<file path="src/rtl/pong_match_sequencer.sv">
// pong_match_sequencer: match-level controller for Pong (idle, serve, rally, point, over).
// Define PONG_PAUSE_EN to add a pause input that freezes SERVE, RALLY and POINT.
module pong_match_sequencer #(
  parameter int WIN_SCORE    = 4,
  parameter int SERVE_FRAMES = 60,
  parameter int POINT_FRAMES = 30
) (
  input  logic       clk,
  input  logic       rst,
`ifdef PONG_PAUSE_EN
  input  logic       pause,
`endif
  input  logic       frame_tick,
  input  logic       start_btn,
  input  logic       player_scored,
  input  logic       cpu_scored,
  output logic       ball_reset,
  output logic       ball_launch,
  output logic       serve_dir,
  output logic       paddles_en,
  output logic [2:0] player_score,
  output logic [2:0] cpu_score,
  output logic       player_win,
  output logic       cpu_win,
  output logic [2:0] state
);

  typedef enum logic [2:0] {
    S_IDLE  = 3'd0,
    S_SERVE = 3'd1,
    S_RALLY = 3'd2,
    S_POINT = 3'd3,
    S_OVER  = 3'd4
  } state_t;

  localparam logic [6:0] SERVE_LAST = 7'(SERVE_FRAMES - 1);
  localparam logic [6:0] POINT_LAST = 7'(POINT_FRAMES - 1);
  localparam logic [2:0] WIN        = 3'(WIN_SCORE);

  state_t     st;
  logic [6:0] frame_cnt;
  logic       player_prev;
  logic       cpu_prev;
  logic       start_prev;
  logic       paddles_q;
  logic       frozen;
  logic       player_edge;
  logic       cpu_edge;
  logic       start_edge;
  logic       serve_done;
  logic       point_done;

`ifdef PONG_PAUSE_EN
  assign frozen = pause && (st == S_SERVE || st == S_RALLY || st == S_POINT);
`else
  assign frozen = 1'b0;
`endif

  assign player_edge = player_scored && !player_prev;
  assign cpu_edge    = cpu_scored && !cpu_prev;
  assign start_edge  = start_btn && !start_prev;
  assign serve_done  = (st == S_SERVE) && frame_tick && (frame_cnt == SERVE_LAST) && !frozen;
  assign point_done  = (st == S_POINT) && frame_tick && (frame_cnt == POINT_LAST) && !frozen;

  // Launch is decoded so it lines up with the tick that ends the serve countdown.
  assign ball_launch = serve_done && !rst;
  assign paddles_en  = paddles_q && !frozen;
  assign state       = st;

  always_ff @(posedge clk) begin
    // Edge-detect history always tracks the inputs, so a level held across a pause
    // or a reset never produces a late edge.
    player_prev <= player_scored;
    cpu_prev    <= cpu_scored;
    start_prev  <= start_btn;
    if (rst) begin
      st           <= S_IDLE;
      frame_cnt    <= '0;
      player_score <= '0;
      cpu_score    <= '0;
      player_win   <= 1'b0;
      cpu_win      <= 1'b0;
      serve_dir    <= 1'b0;
      ball_reset   <= 1'b1;
      paddles_q    <= 1'b0;
    end else if (!frozen) begin
      case (st)
        S_IDLE: begin
          if (start_btn) begin
            st           <= S_SERVE;
            frame_cnt    <= '0;
            player_score <= '0;
            cpu_score    <= '0;
            player_win   <= 1'b0;
            cpu_win      <= 1'b0;
            ball_reset   <= 1'b1;
            paddles_q    <= 1'b1;
          end
        end
        S_SERVE: begin
          if (serve_done) begin
            st         <= S_RALLY;
            frame_cnt  <= '0;
            ball_reset <= 1'b0;
          end else if (frame_tick) begin
            frame_cnt <= frame_cnt + 7'd1;
          end
        end
        S_RALLY: begin
          if (player_edge || cpu_edge) begin
            st         <= S_POINT;
            frame_cnt  <= '0;
            ball_reset <= 1'b1;
            paddles_q  <= 1'b0;
            // Simultaneous edges replay the serve: no score, direction kept.
            if (player_edge && !cpu_edge) begin
              if (player_score != WIN) player_score <= player_score + 3'd1;
              serve_dir <= 1'b0;
            end else if (cpu_edge && !player_edge) begin
              if (cpu_score != WIN) cpu_score <= cpu_score + 3'd1;
              serve_dir <= 1'b1;
            end
          end
        end
        S_POINT: begin
          if (point_done) begin
            frame_cnt <= '0;
            if (player_score == WIN) begin
              player_win <= 1'b1;
              st         <= S_OVER;
            end else if (cpu_score == WIN) begin
              cpu_win <= 1'b1;
              st      <= S_OVER;
            end else begin
              st        <= S_SERVE;
              paddles_q <= 1'b1;
            end
          end else if (frame_tick) begin
            frame_cnt <= frame_cnt + 7'd1;
          end
        end
        S_OVER: begin
          if (start_edge) begin
            st           <= S_SERVE;
            frame_cnt    <= '0;
            player_score <= '0;
            cpu_score    <= '0;
            player_win   <= 1'b0;
            cpu_win      <= 1'b0;
            serve_dir    <= 1'b0;
            ball_reset   <= 1'b1;
            paddles_q    <= 1'b1;
          end
        end
        default: begin
          st         <= S_IDLE;
          frame_cnt  <= '0;
          ball_reset <= 1'b1;
          paddles_q  <= 1'b0;
        end
      endcase
    end
  end

endmodule
</file>
<file path="config.mk">
export PLATFORM = sky130hd
export DESIGN_NAME = pong_match_sequencer
export DESIGN_NICKNAME = d
export VERILOG_FILES = /design/src/rtl/pong_match_sequencer.sv
export SDC_FILE = /design/constraint.sdc
export NUM_CORES = 1
export LEC_CHECK = 0
export CAP_MARGIN = 15
export CORE_AREA = 2 2 99 53
export DETAILED_ROUTE_END_ITERATION = 10
export DIE_AREA = 0 0 101 55
export PLACE_DENSITY = 0.55
export SLEW_MARGIN = 5
export SYNTH_ARGS = -nofsm -noshare
export SYNTH_HDL_FRONTEND = slang
export SYNTH_SLANG_ARGS = --single-unit
</file>
<file path="constraint.sdc">
create_clock -name clk -period 2.1 [get_ports clk]
set_input_delay 0.42 -clock clk [delete_from_list [all_inputs] [get_ports clk]]
set_output_delay 0.42 -clock clk [all_outputs]
set_load 0.005 [all_outputs]
</file>
==> impl_metrics.env <==
export IMPL_outcome="complete, no violations"
export IMPL_yosys_mux_area_fraction=0.007319
export IMPL_layout_cells_non_filler=267
export IMPL_synth_area_leaders="dfxtp_1 35%, a21oi_1 5.5%, ha_1 5.5%, o21ai_0 4.8%, inv_1 3.0%"
export IMPL_cpPeakStageDelay_ns=0.50
export IMPL_dr_first_iter_drc_count=74
export IMPL_clk_pin_slew_ns=0.08
export IMPL_num_vias=1347
export IMPL_first_pass_iters=5
export IMPL_timing_final_hold_violations=0
export IMPL_drtAntennaViolNets=0
export IMPL_place_area_um2=1831
export IMPL_synth_seq_area_share=0.3513
export IMPL_min_period_ns=2.024
export IMPL_slew_headroom=0.6640
export IMPL_rows=18
export IMPL_core_area_um2=4730
export IMPL_die_width_um=101
export IMPL_ys_ff_latch=24
export IMPL_crit_type="in2out"
export IMPL_synth_top_family_by_area="compound AO/OA/AOI/OAI gates"
export IMPL_grt_pass1_vias=1249
export IMPL_syn_num_nets=171
export IMPL_crit_slowest_cell="clkdlybuf4s50_1"
export IMPL_synthesis_area_um2=1368
export IMPL_hp_class="reg2reg"
export IMPL_total_power_w=0.001313
export IMPL_synth_top_area_share=0.3513
export IMPL_drv_slew=0
export IMPL_synthCells=159
export IMPL_clock_latency_ns=0.28
export IMPL_hold_path_depth=1
export IMPL_yosysWarnings=0
export IMPL_synth_simple_area_share=0.2077
export IMPL_hold_ws_ns=0.4951
export IMPL_r2r_cells=6
export IMPL_avgRoutedWirePerCell_um=14.16
export IMPL_cts_buffers_inserted=3
export IMPL_yosys_cell_types_count=47
export IMPL_fin_nets=220
export IMPL_cp_max_fo=2
export IMPL_rsz0062_at_grt="false"
export IMPL_post_route_cells_drive_above_1_share=0.2222
export IMPL_crit_chain="clkdlybuf4s50_1 > nand4b_1 > nor4_2 > clkbuf_2"
export IMPL_worst_path_stages=4
export IMPL_grt_ovfl_total=0
export IMPL_grt_pass1_wl_mm=6.568
export IMPL_htreeDepth=1
export IMPL_synth_xor_area_frac=0
export IMPL_die_area_um2=5555
export IMPL_post_route_period_util=0.9637
export IMPL_synth_ff_type="dfxtp_1"
export IMPL_cp_top_family="buffers and inverters"
export IMPL_yosysTopAreaCell="dfxtp_1"
export IMPL_crit_path_end_kind="primary output"
export IMPL_io_pins=21
export IMPL_cts_tree="yes"
export IMPL_drc_errors=0
export IMPL_antenna_found_initial=0
export IMPL_setup_viol=0
export IMPL_port_buffers=20
export IMPL_grtUsageTotal=0.1574
export IMPL_clk_path_buf_depth=2
export IMPL_worst_pin_slew_ns=0.5041
export IMPL_synth_compound_area_frac=0.3102
export IMPL_avgSynthCellArea_um2=8.601
export IMPL_diodes=0
export IMPL_irDropWorstVdd_mv=0.2558
export IMPL_yosys_cell_count_top_type="dfxtp_1"
export IMPL_final_area_um2=1894
export IMPL_synth_edff_count=0
export IMPL_hpwl_mm=2.950
export IMPL_cp_buffers_inverters=2
export IMPL_post_cts_setup_buffers=0
export IMPL_dp_cells=263
export IMPL_viasPerCell=5.045
export IMPL_area_growth_pct=38.52
export IMPL_max_freq_mhz=494.1
export IMPL_cts_sinks=24
export IMPL_start_util=0.2892
export IMPL_p_per_area_nw_per_um2=693.2
export IMPL_power_leakage_nw=0.6957
export IMPL_required_ns=1.68
export IMPL_synth_async_reset_ratio=0
export IMPL_yosys_area_share_adder=0.05489
export IMPL_crit_path_start_kind="primary input"
export IMPL_skew_ns=0.009976
export IMPL_gp_congestion=0.8012
export IMPL_worstPathArrival_ns=1.60
export IMPL_die_h_um=55
export IMPL_yosys_top_cells_count="24 x dfxtp_1, 15 x a21oi_1, 13 x o21ai_0"
export IMPL_routed_wirelength_mm=3.781
export IMPL_n_fill_cell=485
export IMPL_cts_root_buffer="clkbuf_8"
export IMPL_maxCapViolations=0
export IMPL_grt_max_degree=18
==> cell families after synthesis <==
logic type	count (synthesis)
AO/OA/AOI/OAI	60
AND/OR/NAND/NOR	49
multiplexers	1
buffers and inverters	19
adder cells (fa/ha/maj)	6
flip-flops	24
==> per-layer routing <==
metal  global-route usage  wire length [µm]
met1               0.2549              2276
met2               0.1989              1222
met3              0.03769               254
met4              0.03378                27
met5                    0                 0
==> flip-flops by register name, summed over array words and instances (netlist names), 3 cells and up <==
register,flops
cpu_score,3
player_score,3
state,3
frame_cnt,7
==> layout make-up <==
class / instances / area (µm²) / area share
Clock buffer: 4 / 55.05 / 0.02906
Inverter: 11 / 41.29 / 0.02180
Multi-Input combinational cell: 116 / 807.0 / 0.4260
Sequential cell: 24 / 480.5 / 0.2536
Tap cell: 60 / 75.07 / 0.03963
Timing Repair Buffer: 52 / 435.4 / 0.2299
==> cells in the final DEF (no fill, tap or decap), types with 4 or more instances in the layout <==
| master | instances |
|---|---|
| nor2_1 | 5 |
| ha_1 | 6 |
| or3_1 | 6 |
| dfxtp_1 | 24 |
| a31oi_1 | 5 |
| inv_1 | 11 |
| clkbuf_8 | 4 |
| clkdlybuf4s50_1 | 19 |
| buf_4 | 32 |
| a21oi_1 | 15 |
| nand2_1 | 11 |
| o21ai_0 | 13 |
| nor2b_1 | 4 |
==> repair_timing <==
| item | 4_1_cts | 5_1_grt |
|---|---|---|
| hold buffers | 0 | 0 |
| pin swaps | 2 | 2 |
| endpoints found under the setup margin | 3 | 1 |
| gates resized for setup | 3 | 2 |
==> power breakdown <==
| group | leakage (nW) | internal (W) | switching (W) |
|---|---|---|---|
| registers | 0.196 | 0.000493 | 0.0000283 |
| clock network | 0.0288 | 0.000168 | 0.000160 |
| logic | 0.471 | 0.000231 | 0.000232 |
| total | 0.696 | 0.000893 | 0.000421 |
==> per-stage QoR <==
step                setup WS (ns)    util  setup TNS, ns
CTS                       0.08413  0.4013              0
detailed placement        -0.3542  0.3870         -2.436
global route              0.02306  0.4005              0
floorplan                  0.3272       -              0
global placement          -0.3678  0.3870         -2.169
finish                    0.07623  0.4005              0
==> final timing paths <==
path	from	endpoint	slack [ns]
setup / recovery	frame_tick	ball_launch	0.08
hold / removal	ball_reset	ball_reset	0.50
setup reg to reg	state[0]	frame_cnt[6]	0.21
hold reg to reg	ball_reset	ball_reset	0.50
==> worst register-to-register path, cell delays in order, from the launching register on <==
cell and delay (ns):
dfxtp_1 0.34, or3b_1 0.44, o32ai_2 0.46, buf_4 0.22, buf_4 0.12, a21oi_2 0.04, a211oi_2 0.19
Note: power is estimated with default switching activity, not from simulation.
